File: src/rtl/mem_arbiter_if.sv
// Request/memory bundle for mem_arbiter.
// slave = arbiter side, master = processor pool and memory side.
interface mem_arbiter_if #(
    parameter int N_PROC = 4,
    parameter int ADDR_W = 16
);
    logic [N_PROC-1:0] i_req_rd;
    logic [N_PROC-1:0] i_req_wr;
    logic [ADDR_W-1:0] i_addr    [N_PROC];
    logic [127:0]      i_data    [N_PROC];
    logic [2:0]        i_wr_size [N_PROC];
    logic [N_PROC-1:0] o_grant_rd;
    logic [N_PROC-1:0] o_grant_wr;
    logic [N_PROC-1:0] o_valid;
    logic [127:0]      o_data;
    logic              o_mem_en;
    logic              o_mem_we;
    logic [ADDR_W-1:0] o_mem_addr;
    logic [127:0]      o_mem_wdata;
    logic [3:0]        o_mem_wmask;
    logic [127:0]      i_mem_rdata;

    modport slave (
        input  i_req_rd, i_req_wr, i_addr, i_data, i_wr_size,
        input  i_mem_rdata,
        output o_grant_rd, o_grant_wr, o_valid, o_data,
        output o_mem_en, o_mem_we, o_mem_addr, o_mem_wdata, o_mem_wmask
    );

    modport master (
        output i_req_rd, i_req_wr, i_addr, i_data, i_wr_size,
        output i_mem_rdata,
        input  o_grant_rd, o_grant_wr, o_valid, o_data,
        input  o_mem_en, o_mem_we, o_mem_addr, o_mem_wdata, o_mem_wmask
    );
endinterface

File: src/rtl/mem_arbiter.sv
// Round-robin read/write arbiter in front of a 128-bit single-port memory.
// Optional MEM_ARBITER_PERF_CNT_EN adds saturating read/write grant counters.
module mem_arbiter #(
    parameter int N_PROC = 4,
    parameter int ADDR_W = 16
) (
    input  logic        i_clk,
    input  logic        i_rstn,
    mem_arbiter_if.slave bus
`ifdef MEM_ARBITER_PERF_CNT_EN
    ,
    output logic [31:0] o_rd_cnt,
    output logic [31:0] o_wr_cnt
`endif
);
    localparam int PW = (N_PROC > 1) ? $clog2(N_PROC) : 1;

    typedef enum logic [1:0] {
        IDLE,
        GRANT,
        RESP
    } state_t;

    state_t            state;
    logic [PW-1:0]     ptr;
    logic [PW-1:0]     win;
    logic              is_wr;
    logic [N_PROC-1:0] pend;
    logic              found;
    logic [PW-1:0]     pick;
    logic [N_PROC-1:0] win_oh;
    logic [N_PROC-1:0] pick_oh;
    logic              in_grant;
    int                k;

    assign pend     = bus.i_req_rd | bus.i_req_wr;
    assign win_oh   = N_PROC'(1) << win;
    assign pick_oh  = N_PROC'(1) << pick;
    assign in_grant = (state == GRANT);

    // First pending requester at or above the pointer, wrapping around.
    always_comb begin
        found = 1'b0;
        pick  = '0;
        k     = 0;
        for (int i = 0; i < N_PROC; i++) begin
            k = int'(ptr) + i;
            if (k >= N_PROC) k = k - N_PROC;
            if (!found && pend[k]) begin
                found = 1'b1;
                pick  = PW'(k);
            end
        end
    end

    always_ff @(posedge i_clk or negedge i_rstn) begin
        if (!i_rstn) begin
            state          <= IDLE;
            ptr            <= '0;
            win            <= '0;
            is_wr          <= 1'b0;
            bus.o_grant_rd <= '0;
            bus.o_grant_wr <= '0;
            bus.o_valid    <= '0;
            bus.o_mem_en   <= 1'b0;
            bus.o_mem_we   <= 1'b0;
        end else begin
            bus.o_grant_rd <= '0;
            bus.o_grant_wr <= '0;
            bus.o_valid    <= '0;
            bus.o_mem_en   <= 1'b0;
            bus.o_mem_we   <= 1'b0;
            unique case (state)
                IDLE: begin
                    if (found) begin
                        win          <= pick;
                        is_wr        <= bus.i_req_wr[pick];
                        state        <= GRANT;
                        bus.o_mem_en <= 1'b1;
                        bus.o_mem_we <= bus.i_req_wr[pick];
                        if (bus.i_req_wr[pick])
                            bus.o_grant_wr <= pick_oh;
                        else
                            bus.o_grant_rd <= pick_oh;
                    end
                end
                GRANT: begin
                    if (win == PW'(N_PROC - 1))
                        ptr <= '0;
                    else
                        ptr <= win + PW'(1);
                    if (is_wr) begin
                        state <= IDLE;
                    end else begin
                        state       <= RESP;
                        bus.o_valid <= win_oh;
                    end
                end
                RESP: state <= IDLE;
                default: state <= IDLE;
            endcase
        end
    end

    // Address, data and mask follow the winner's live inputs during GRANT.
    assign bus.o_mem_addr  = in_grant ? bus.i_addr[win] : '0;
    assign bus.o_mem_wdata = (in_grant && is_wr) ? bus.i_data[win] : '0;
    assign bus.o_data      = (state == RESP) ? bus.i_mem_rdata : '0;

    always_comb begin
        bus.o_mem_wmask = 4'b0000;
        if (in_grant && is_wr) begin
            unique case (bus.i_wr_size[win])
                3'd0:    bus.o_mem_wmask = 4'b0000;
                3'd1:    bus.o_mem_wmask = 4'b0001;
                3'd2:    bus.o_mem_wmask = 4'b0011;
                3'd3:    bus.o_mem_wmask = 4'b0111;
                default: bus.o_mem_wmask = 4'b1111;
            endcase
        end
    end

`ifdef MEM_ARBITER_PERF_CNT_EN
    always_ff @(posedge i_clk or negedge i_rstn) begin
        if (!i_rstn) begin
            o_rd_cnt <= '0;
            o_wr_cnt <= '0;
        end else if (in_grant) begin
            if (is_wr && o_wr_cnt != '1) o_wr_cnt <= o_wr_cnt + 32'd1;
            if (!is_wr && o_rd_cnt != '1) o_rd_cnt <= o_rd_cnt + 32'd1;
        end
    end
`endif

endmodule

File: src/flat_wrapper.sv
// flat-port wrapper written by rule: the top's interface ports become plain ports
module mem_arbiter_flat 
#(
    parameter int N_PROC = 4,
    parameter int ADDR_W = 16
)
  (i_clk, i_rstn, bus_i_req_rd, bus_i_req_wr, bus_i_addr, bus_i_data, bus_i_wr_size, bus_i_mem_rdata, bus_o_grant_rd, bus_o_grant_wr, bus_o_valid, bus_o_data, bus_o_mem_en, bus_o_mem_we, bus_o_mem_addr, bus_o_mem_wdata, bus_o_mem_wmask);
  mem_arbiter_if #(.N_PROC(N_PROC), .ADDR_W(ADDR_W)) bus_i ();
  input  logic i_clk;
  input  logic i_rstn;
  input wire logic [$bits(bus_i.i_req_rd)-1:0] bus_i_req_rd;
  input wire logic [$bits(bus_i.i_req_wr)-1:0] bus_i_req_wr;
  input wire logic [$bits(bus_i.i_addr)-1:0] bus_i_addr;
  input wire logic [$bits(bus_i.i_data)-1:0] bus_i_data;
  input wire logic [$bits(bus_i.i_wr_size)-1:0] bus_i_wr_size;
  input wire logic [$bits(bus_i.i_mem_rdata)-1:0] bus_i_mem_rdata;
  output wire logic [$bits(bus_i.o_grant_rd)-1:0] bus_o_grant_rd;
  output wire logic [$bits(bus_i.o_grant_wr)-1:0] bus_o_grant_wr;
  output wire logic [$bits(bus_i.o_valid)-1:0] bus_o_valid;
  output wire logic [$bits(bus_i.o_data)-1:0] bus_o_data;
  output wire logic [$bits(bus_i.o_mem_en)-1:0] bus_o_mem_en;
  output wire logic [$bits(bus_i.o_mem_we)-1:0] bus_o_mem_we;
  output wire logic [$bits(bus_i.o_mem_addr)-1:0] bus_o_mem_addr;
  output wire logic [$bits(bus_i.o_mem_wdata)-1:0] bus_o_mem_wdata;
  output wire logic [$bits(bus_i.o_mem_wmask)-1:0] bus_o_mem_wmask;
  assign bus_i.i_req_rd = bus_i_req_rd;
  assign bus_i.i_req_wr = bus_i_req_wr;
  assign bus_i.i_addr = {>>{bus_i_addr}};
  assign bus_i.i_data = {>>{bus_i_data}};
  assign bus_i.i_wr_size = {>>{bus_i_wr_size}};
  assign bus_i.i_mem_rdata = bus_i_mem_rdata;
  assign bus_o_grant_rd = bus_i.o_grant_rd;
  assign bus_o_grant_wr = bus_i.o_grant_wr;
  assign bus_o_valid = bus_i.o_valid;
  assign bus_o_data = bus_i.o_data;
  assign bus_o_mem_en = bus_i.o_mem_en;
  assign bus_o_mem_we = bus_i.o_mem_we;
  assign bus_o_mem_addr = bus_i.o_mem_addr;
  assign bus_o_mem_wdata = bus_i.o_mem_wdata;
  assign bus_o_mem_wmask = bus_i.o_mem_wmask;
  mem_arbiter #(.N_PROC(N_PROC), .ADDR_W(ADDR_W)) u_core (.i_clk(i_clk), .i_rstn(i_rstn), .bus(bus_i));
endmodule
File: config.mk
export PLATFORM = sky130hd
export DESIGN_NAME = mem_arbiter_flat
export DESIGN_NICKNAME = d
export VERILOG_FILES = /design/src/rtl/mem_arbiter_if.sv /design/src/rtl/mem_arbiter.sv /design/src/flat_wrapper.sv
export SDC_FILE = /design/constraint.sdc
export NUM_CORES = 1
export LEC_CHECK = 0
export ABC_AREA = 1
export CAP_MARGIN = 10
export CORE_AREA = 2 2 401 403
export CTS_CLUSTER_SIZE = 14
export DETAILED_ROUTE_END_ITERATION = 7
export DIE_AREA = 0 0 403 405
export GPL_ROUTABILITY_DRIVEN = 0
export SYNTH_ARGS = -nofsm -noshare
export SYNTH_HDL_FRONTEND = slang
export SYNTH_SLANG_ARGS = --single-unit
File: constraint.sdc
create_clock -name i_clk -period 1.8 [get_ports i_clk]
set_input_delay 0.45 -clock i_clk [delete_from_list [all_inputs] [get_ports i_clk]]
set_output_delay 0.45 -clock i_clk [all_outputs]
set_load 0.1 [all_outputs]
== Yosys cells after proc, flatten, opt, wreduce, memory -nomap -nowiden ==
Cells that the tools add are included.
Word-level totals
  register bits after elaboration: 21
  input bits: 726
  output and inout port bits: 290
Cells by class
  $add $sub $neg: 8
  order comparisons: 10
  eq/ne operators: 7
  shifts and indexed selects: 2
  mux-type cells: 56
  bitwise gates (word level): 2
  reduce and logical (&&, ||, !) cells: 10
Operators by type and width (number)
  128-bit two-way mux: 4
  128-bit binary-select mux with 2-bit select: 1
  32-bit by 4-bit less-than comparator with 1-bit output, second input constant: 4
  32-bit two-way mux: 4
  32-bit by 4-bit >= comparator with 1-bit output, second input constant: 3
  32-bit by 4-bit subtractor with 32-bit output, second input constant: 3
  16-bit two-way mux: 3
  4-bit two-way mux: 9
  16-bit binary-select mux with 2-bit select: 1
  1-bit two-way mux: 17
  4-bit one-hot mux with 4 select lines: 1
  2-bit two-way mux: 7
  1-bit binary-select mux with 2-bit select: 5
  1-bit by 2-bit left shift with 4-bit output, first input constant: 2
  2-bit by 2-bit adder with 3-bit output, second input constant: 2
  3-bit binary-select mux with 2-bit select: 1
  3-bit by 2-bit == test with 1-bit output, second input constant: 2
  3-bit two-way mux: 2
  2-bit == test, second input constant: 2
  1-bit logical AND: 4
  4-bit bitwise OR: 1
  2-bit one-hot mux with 2 select lines: 1
  2-bit by 3-bit subtractor with 4-bit output, second input constant: 1
  2-bit by 1-bit adder with 3-bit output, second input constant: 1
  12 further kinds: 14

== Logic depth before layout (Yosys ltp) ==
  depth in word-level cells: 20
  gate-level depth with buffers: 15

== Worst setup path after synthesis ==
OpenSTA, ideal clock, no wires.
  path kind: register -> output
  start: register u_core.win[0]
  end: output port bus_o_mem_wmask[2]
  arrival: 3362 ps
  required time: 1350 ps
  path slack: -2012 ps
  stages on the path, launching flop included: 8
  buffers on the path: 2
  cell sequence: dfrtp_1 buf_2 inv_2 buf_2 nand2_1 a32o_1 o21ai_1 o21a_1
On the way
  word-level cells in the longest chain between the ends: 7
RTL lines
  from (decl): RTL line mem_arbiter.sv:26  | logic [PW-1:0] win;
  from (signal assigned): RTL line mem_arbiter.sv:76  | win <= pick;
  2-bit NOT with 3-bit output (implied by the code) *: RTL line mem_arbiter.sv:113  | unique case (bus.i_wr_size[win])
  3-bit binary-select mux with 2-bit select *: RTL line mem_arbiter.sv:113
  3-bit two-way mux (implied by the code) * (2 in a row): RTL line mem_arbiter.sv:113
  3-bit by 2-bit == test with 1-bit output, or another cell as far along: RTL line mem_arbiter.sv:113
  4-bit one-hot mux with 4 select lines *: RTL line mem_arbiter.sv:113
  4-bit two-way mux *: RTL line mem_arbiter.sv:112  | if (in_grant && is_wr) begin
  to (decl): RTL line flat_wrapper.sv:25  | output wire logic [$bits(bus_i.o_mem_wmask)-1:0] bus_o_mem_wmask;
Mark *: on every way between the ends. The rest lies on a longest branch, timed or not. The select of a mux whose other input is x is not followed.

== Final worst setup path ==
  start: register u_core.win[1]
  end: output port bus_o_mem_wdata[88]
On the way
  word-level cells in the longest chain between the ends: 5
RTL lines
  2-bit NOT with 3-bit output (implied by the code): RTL line mem_arbiter.sv:107  | assign bus.o_mem_wdata = (in_grant && is_wr) ? bus.i_data[win] : '0;
  128-bit binary-select mux with 2-bit select: RTL line mem_arbiter.sv:107
  128-bit two-way mux (implied by the code) (2 in a row): RTL line mem_arbiter.sv:107
  128-bit two-way mux: RTL line mem_arbiter.sv:107
  to (decl): RTL line flat_wrapper.sv:24  | output wire logic [$bits(bus_i.o_mem_wdata)-1:0] bus_o_mem_wdata;
Every way passes these cells. The select of a mux whose other input is x is not followed.

==> impl_metrics.prom <==
# TYPE chip_impl_metric gauge
chip_impl_metric{name="floorplan.die.height",unit="um"} 405
chip_impl_metric{name="pin_count_of_the_biggest_net_entering_global_routing",unit=""} 47
chip_impl_info{name="crit_path_start_kind",value="flip-flop"} 1
chip_impl_info{name="synthTopCellsByArea",value="sky130_fd_sc_hd__nor2_1, sky130_fd_sc_hd__o21ai_0, sky130_fd_sc_hd__a21oi_1"} 1
chip_impl_metric{name="die_width",unit="um"} 403
chip_impl_metric{name="synth-seq-cells",unit=""} 21
chip_impl_metric{name="setup_slack",unit="ns"} -0.786
chip_impl_metric{name="cp_slowest_stage_delay",unit="ns"} 0.57
chip_impl_metric{name="drive_above_1_share",unit="%"} 49.8
chip_impl_metric{name="first_pass_grt_wire_length",unit="um"} 156000
chip_impl_info{name="root_buffer",value="sky130_fd_sc_hd__clkbuf_16"} 1
chip_impl_metric{name="route.detailed.vias_per_inst",unit=""} 3.42
chip_impl_metric{name="yosysTopAreaCellShare",unit="%"} 38.8
chip_impl_info{name="post-synth-top-count-cell",value="sky130_fd_sc_hd__nor2_1"} 1
chip_impl_metric{name="io_pins",unit=""} 1016
chip_impl_metric{name="row_count",unit=""} 147
chip_impl_metric{name="routed_wire_length_per_instance",unit="um"} 26.9
chip_impl_metric{name="cellPowerDensity",unit="mW/mm2"} 1730
chip_impl_metric{name="cts_buf_count",unit=""} 3
chip_impl_metric{name="totalPowerFinal",unit="mW"} 53.6
chip_impl_info{name="min-delay-path-class",value="reg2reg"} 1
chip_impl_metric{name="final_cells",unit=""} 4854
chip_impl_metric{name="clk-insertion-delay-late",unit="ns"} 0.27
chip_impl_metric{name="skew",unit="ns"} 0.0113
chip_impl_metric{name="area_enclosed_by_the_die_boundary",unit="mm2"} 0.163
chip_impl_metric{name="critPathMaxFanout",unit=""} 8
chip_impl_metric{name="synth_async_sr_flop_share",unit="%"} 100
chip_impl_metric{name="total_number_of_h_tree_levels",unit=""} 1
chip_impl_metric{name="whs_path_depth",unit=""} 2
chip_impl_metric{name="synthesis.area_per_instance",unit="um2"} 4.55
chip_impl_metric{name="leakage",unit="nW"} 11.2
chip_impl_metric{name="reg2regPathDepth",unit=""} 12
chip_impl_metric{name="antenna_found_initial",unit=""} 100
chip_impl_metric{name="final_design_area_no_fill",unit="mm2"} 0.0310
chip_impl_metric{name="report.final.setup_viol",unit=""} 284
chip_impl_metric{name="detailedRoute.firstPassIterationCount",unit=""} 5
chip_impl_metric{name="drt_iter0_drc",unit=""} 1238
chip_impl_metric{name="fmax",unit="MHz"} 387
chip_impl_info{name="outcome",value="complete, but fails checks"} 1
chip_impl_metric{name="placed_cells_incl_taps",unit=""} 4721
chip_impl_metric{name="synthCells",unit=""} 1548
chip_impl_metric{name="slew_headroom",unit="%"} 55.8
chip_impl_metric{name="post_synth_num_cell_types",unit=""} 26
chip_impl_metric{name="crit_required",unit="ns"} 1.35
chip_impl_metric{name="synth_edf_count",unit=""} 0
chip_impl_info{name="violations",value="setup timing"} 1
chip_impl_info{name="tritoncts",value="built"} 1
chip_impl_metric{name="placement.io_buffers",unit=""} 1015
chip_impl_metric{name="num_vias",unit=""} 16608
chip_impl_metric{name="hold_violations",unit=""} 0
chip_impl_metric{name="synth-warning-count",unit=""} 0
chip_impl_metric{name="max-cap-violations",unit=""} 0
chip_impl_metric{name="timing.final.crit_share",unit="%"} 144
chip_impl_metric{name="first_global_vias",unit=""} 15551
chip_impl_info{name="most_instantiated_cells_after_synthesis",value="sky130_fd_sc_hd__nor2_1, sky130_fd_sc_hd__o21ai_0, sky130_fd_sc_hd__a21oi_1, sky130_fd_sc_hd__inv_1, sky130_fd_sc_hd__clkbuf_1"} 1
chip_impl_info{name="netlist.top_cell.by_area",value="sky130_fd_sc_hd__nor2_1"} 1
chip_impl_info{name="slowest_stage",value="sky130_fd_sc_hd__dfrtp_4"} 1
chip_impl_info{name="dominantRegCellSynth",value="sky130_fd_sc_hd__dfrtp_1"} 1
chip_impl_metric{name="hold_ws",unit="ns"} 0.542
chip_impl_metric{name="totalWireLength",unit="um"} 131000
chip_impl_metric{name="drt.antenna.violating_nets",unit=""} 0
chip_impl_info{name="crit_type",value="reg2out"} 1
chip_impl_metric{name="synth_nets",unit=""} 2278
chip_impl_metric{name="utilization",unit="%"} 19.5
chip_impl_metric{name="worstSetupPathDepth",unit=""} 7
chip_impl_metric{name="cts.sink_count",unit=""} 21
chip_impl_metric{name="tightest_slew",unit="ns"} 0.664
chip_impl_metric{name="finalMaxSlewViolations",unit=""} 0
chip_impl_metric{name="synth-seq-area-share",unit="%"} 7.47
chip_impl_metric{name="ir_worst_vdd",unit="mV"} 0.771
chip_impl_metric{name="grt_remaining_overflow",unit=""} 0
chip_impl_metric{name="core-area",unit="mm2"} 0.159
chip_impl_metric{name="clk_transition_reported_paths",unit="ns"} 0.07
chip_impl_info{name="end_kind",value="output pin"} 1
chip_impl_metric{name="setup-tns-final",unit="ns"} -127.43
chip_impl_metric{name="placement.cell_area",unit="mm2"} 0.0264
chip_impl_metric{name="syn_area",unit="mm2"} 0.00704
chip_impl_metric{name="crit_arrival",unit="ns"} 2.14
chip_impl_metric{name="groute.usage.overall",unit="%"} 14.5
chip_impl_info{name="crit_family",value="buffers and inverters"} 1
chip_impl_metric{name="post-route-min-period",unit="ns"} 2.59
chip_impl_metric{name="worst-path-buf-inv",unit=""} 4
chip_impl_metric{name="nFillCells",unit=""} 17458
chip_impl_metric{name="hpwlAfterDp",unit="um"} 110000
chip_impl_info{name="cp_cell_sequence",value="inv_12, buf_16, buf_8, nor2_1, o21ai_2, a21oi_4, buf_12"} 1
chip_impl_metric{name="nets",unit=""} 3467
chip_impl_metric{name="clk_path_buf_depth",unit=""} 2
chip_impl_metric{name="area_growth",unit="%"} 340
chip_impl_metric{name="drc",unit=""} 0
chip_impl_metric{name="initial_utilization",unit="%"} 4.42
chip_impl_metric{name="pre_cts_slack",unit="ns"} -0.943
chip_impl_info{name="unrepaired_setup_endpoints_after_global_routing",value="yes"} 1
-- state kept, by name, summed over array words and instances, names as in the netlist --
name                   count
u_core.bus.o_mem_en        1
u_core.is_wr               1
u_core.bus.o_valid         4
u_core.state               2
u_core.win                 2
u_core.bus.o_mem_we        1
u_core.bus.o_grant_wr      4
u_core.bus.o_grant_rd      4
u_core.ptr                 2
-- layout by cell type (no fill, tap or decap), drive strengths merged --
cell and n:
nand2 46, dlymetal6s2s 8, clkbuf 29, ha 4, o22ai 2, o21a 2, clkinv 2, buf 560
a21oi 146, a32o 1, inv 148, dfrtp 21, nor3 3, a21o 1, nand3 16, clkdlybuf4s50 717
nor2 732, clkinvlp 1, diode 32, o21ai 297
-- layout make-up --
cell class,count,area [um2],share of cell area (%)
Antenna cell,32,80.1,0.258
Clock buffer,4,78.8,0.254
Inverter,149,609,1.97
Multi-Input combinational cell,1250,9810,31.7
Sequential cell,21,536,1.73
Tap cell,2086,2610,8.42
Timing Repair Buffer,1310,17200,55.6
Timing Repair inverter,2,28.8,0.0929
-- where the power goes --
part / switching (mW) / internal, mW / leakage, nW
Combinational: 32.5 / 19.6 / 10.9
Clock: 0.210 / 0.303 / 0.0384
Sequential: 0.284 / 0.680 / 0.272
Total: 33.0 / 20.6 / 11.2
-- cells by family after synthesis --
family / after synthesis / synth area share (%)
AOI/OAI and AO/OA: 449 / 32.1
and+or+nand+nor: 797 / 43.9
adders and majority gates: 4 / 0.711
DFF: 21 / 7.47
buffers and inverters: 277 / 15.7
-- metal layers --
metal / vias up / wire length [um] / global-route usage (%) / share of wire (%)
li1: 7336 / - / - / -
met1: 7833 / 49200 / 16.9 / 38
met2: 1093 / 60000 / 23.4 / 46
met3: 264 / 16300 / 7.28 / 12
met4: 82 / 4820 / 3.86 / 3.7
met5: - / 491 / 0 / 0.38
-- path summary, 6_finish.rpt --
kind / from / end / slack (ns)
max: u_core.win[1] / bus_o_mem_wdata[88] / -0.79
min: u_core.is_wr / u_core.state[1] / 0.54
max reg2reg: u_core.ptr[0] / u_core.is_wr / -0.10
min reg2reg: u_core.is_wr / u_core.state[1] / 0.54
max in group asynchronous: i_rstn / u_core.ptr[1] / 0.96
min in group asynchronous: i_rstn / u_core.bus.o_valid[2] / 0.56
-- timing repair --
item,CTS,global route
pin swaps,88,254
gates resized for setup,339,610
buffers inserted,26,38
hold buffers,0,0
cloned,18,28
endpoints found under the setup margin,288,290
-- worst min-delay path: cells and delay by family (launching register included) --
family | cells | cell delay [ns]
buffers and inverters | 1 | 0.12
and+or+nand+nor | 1 | 0.04
DFF | 1 | 0.35
No activity file was read; power rests on OpenSTA's default activity.
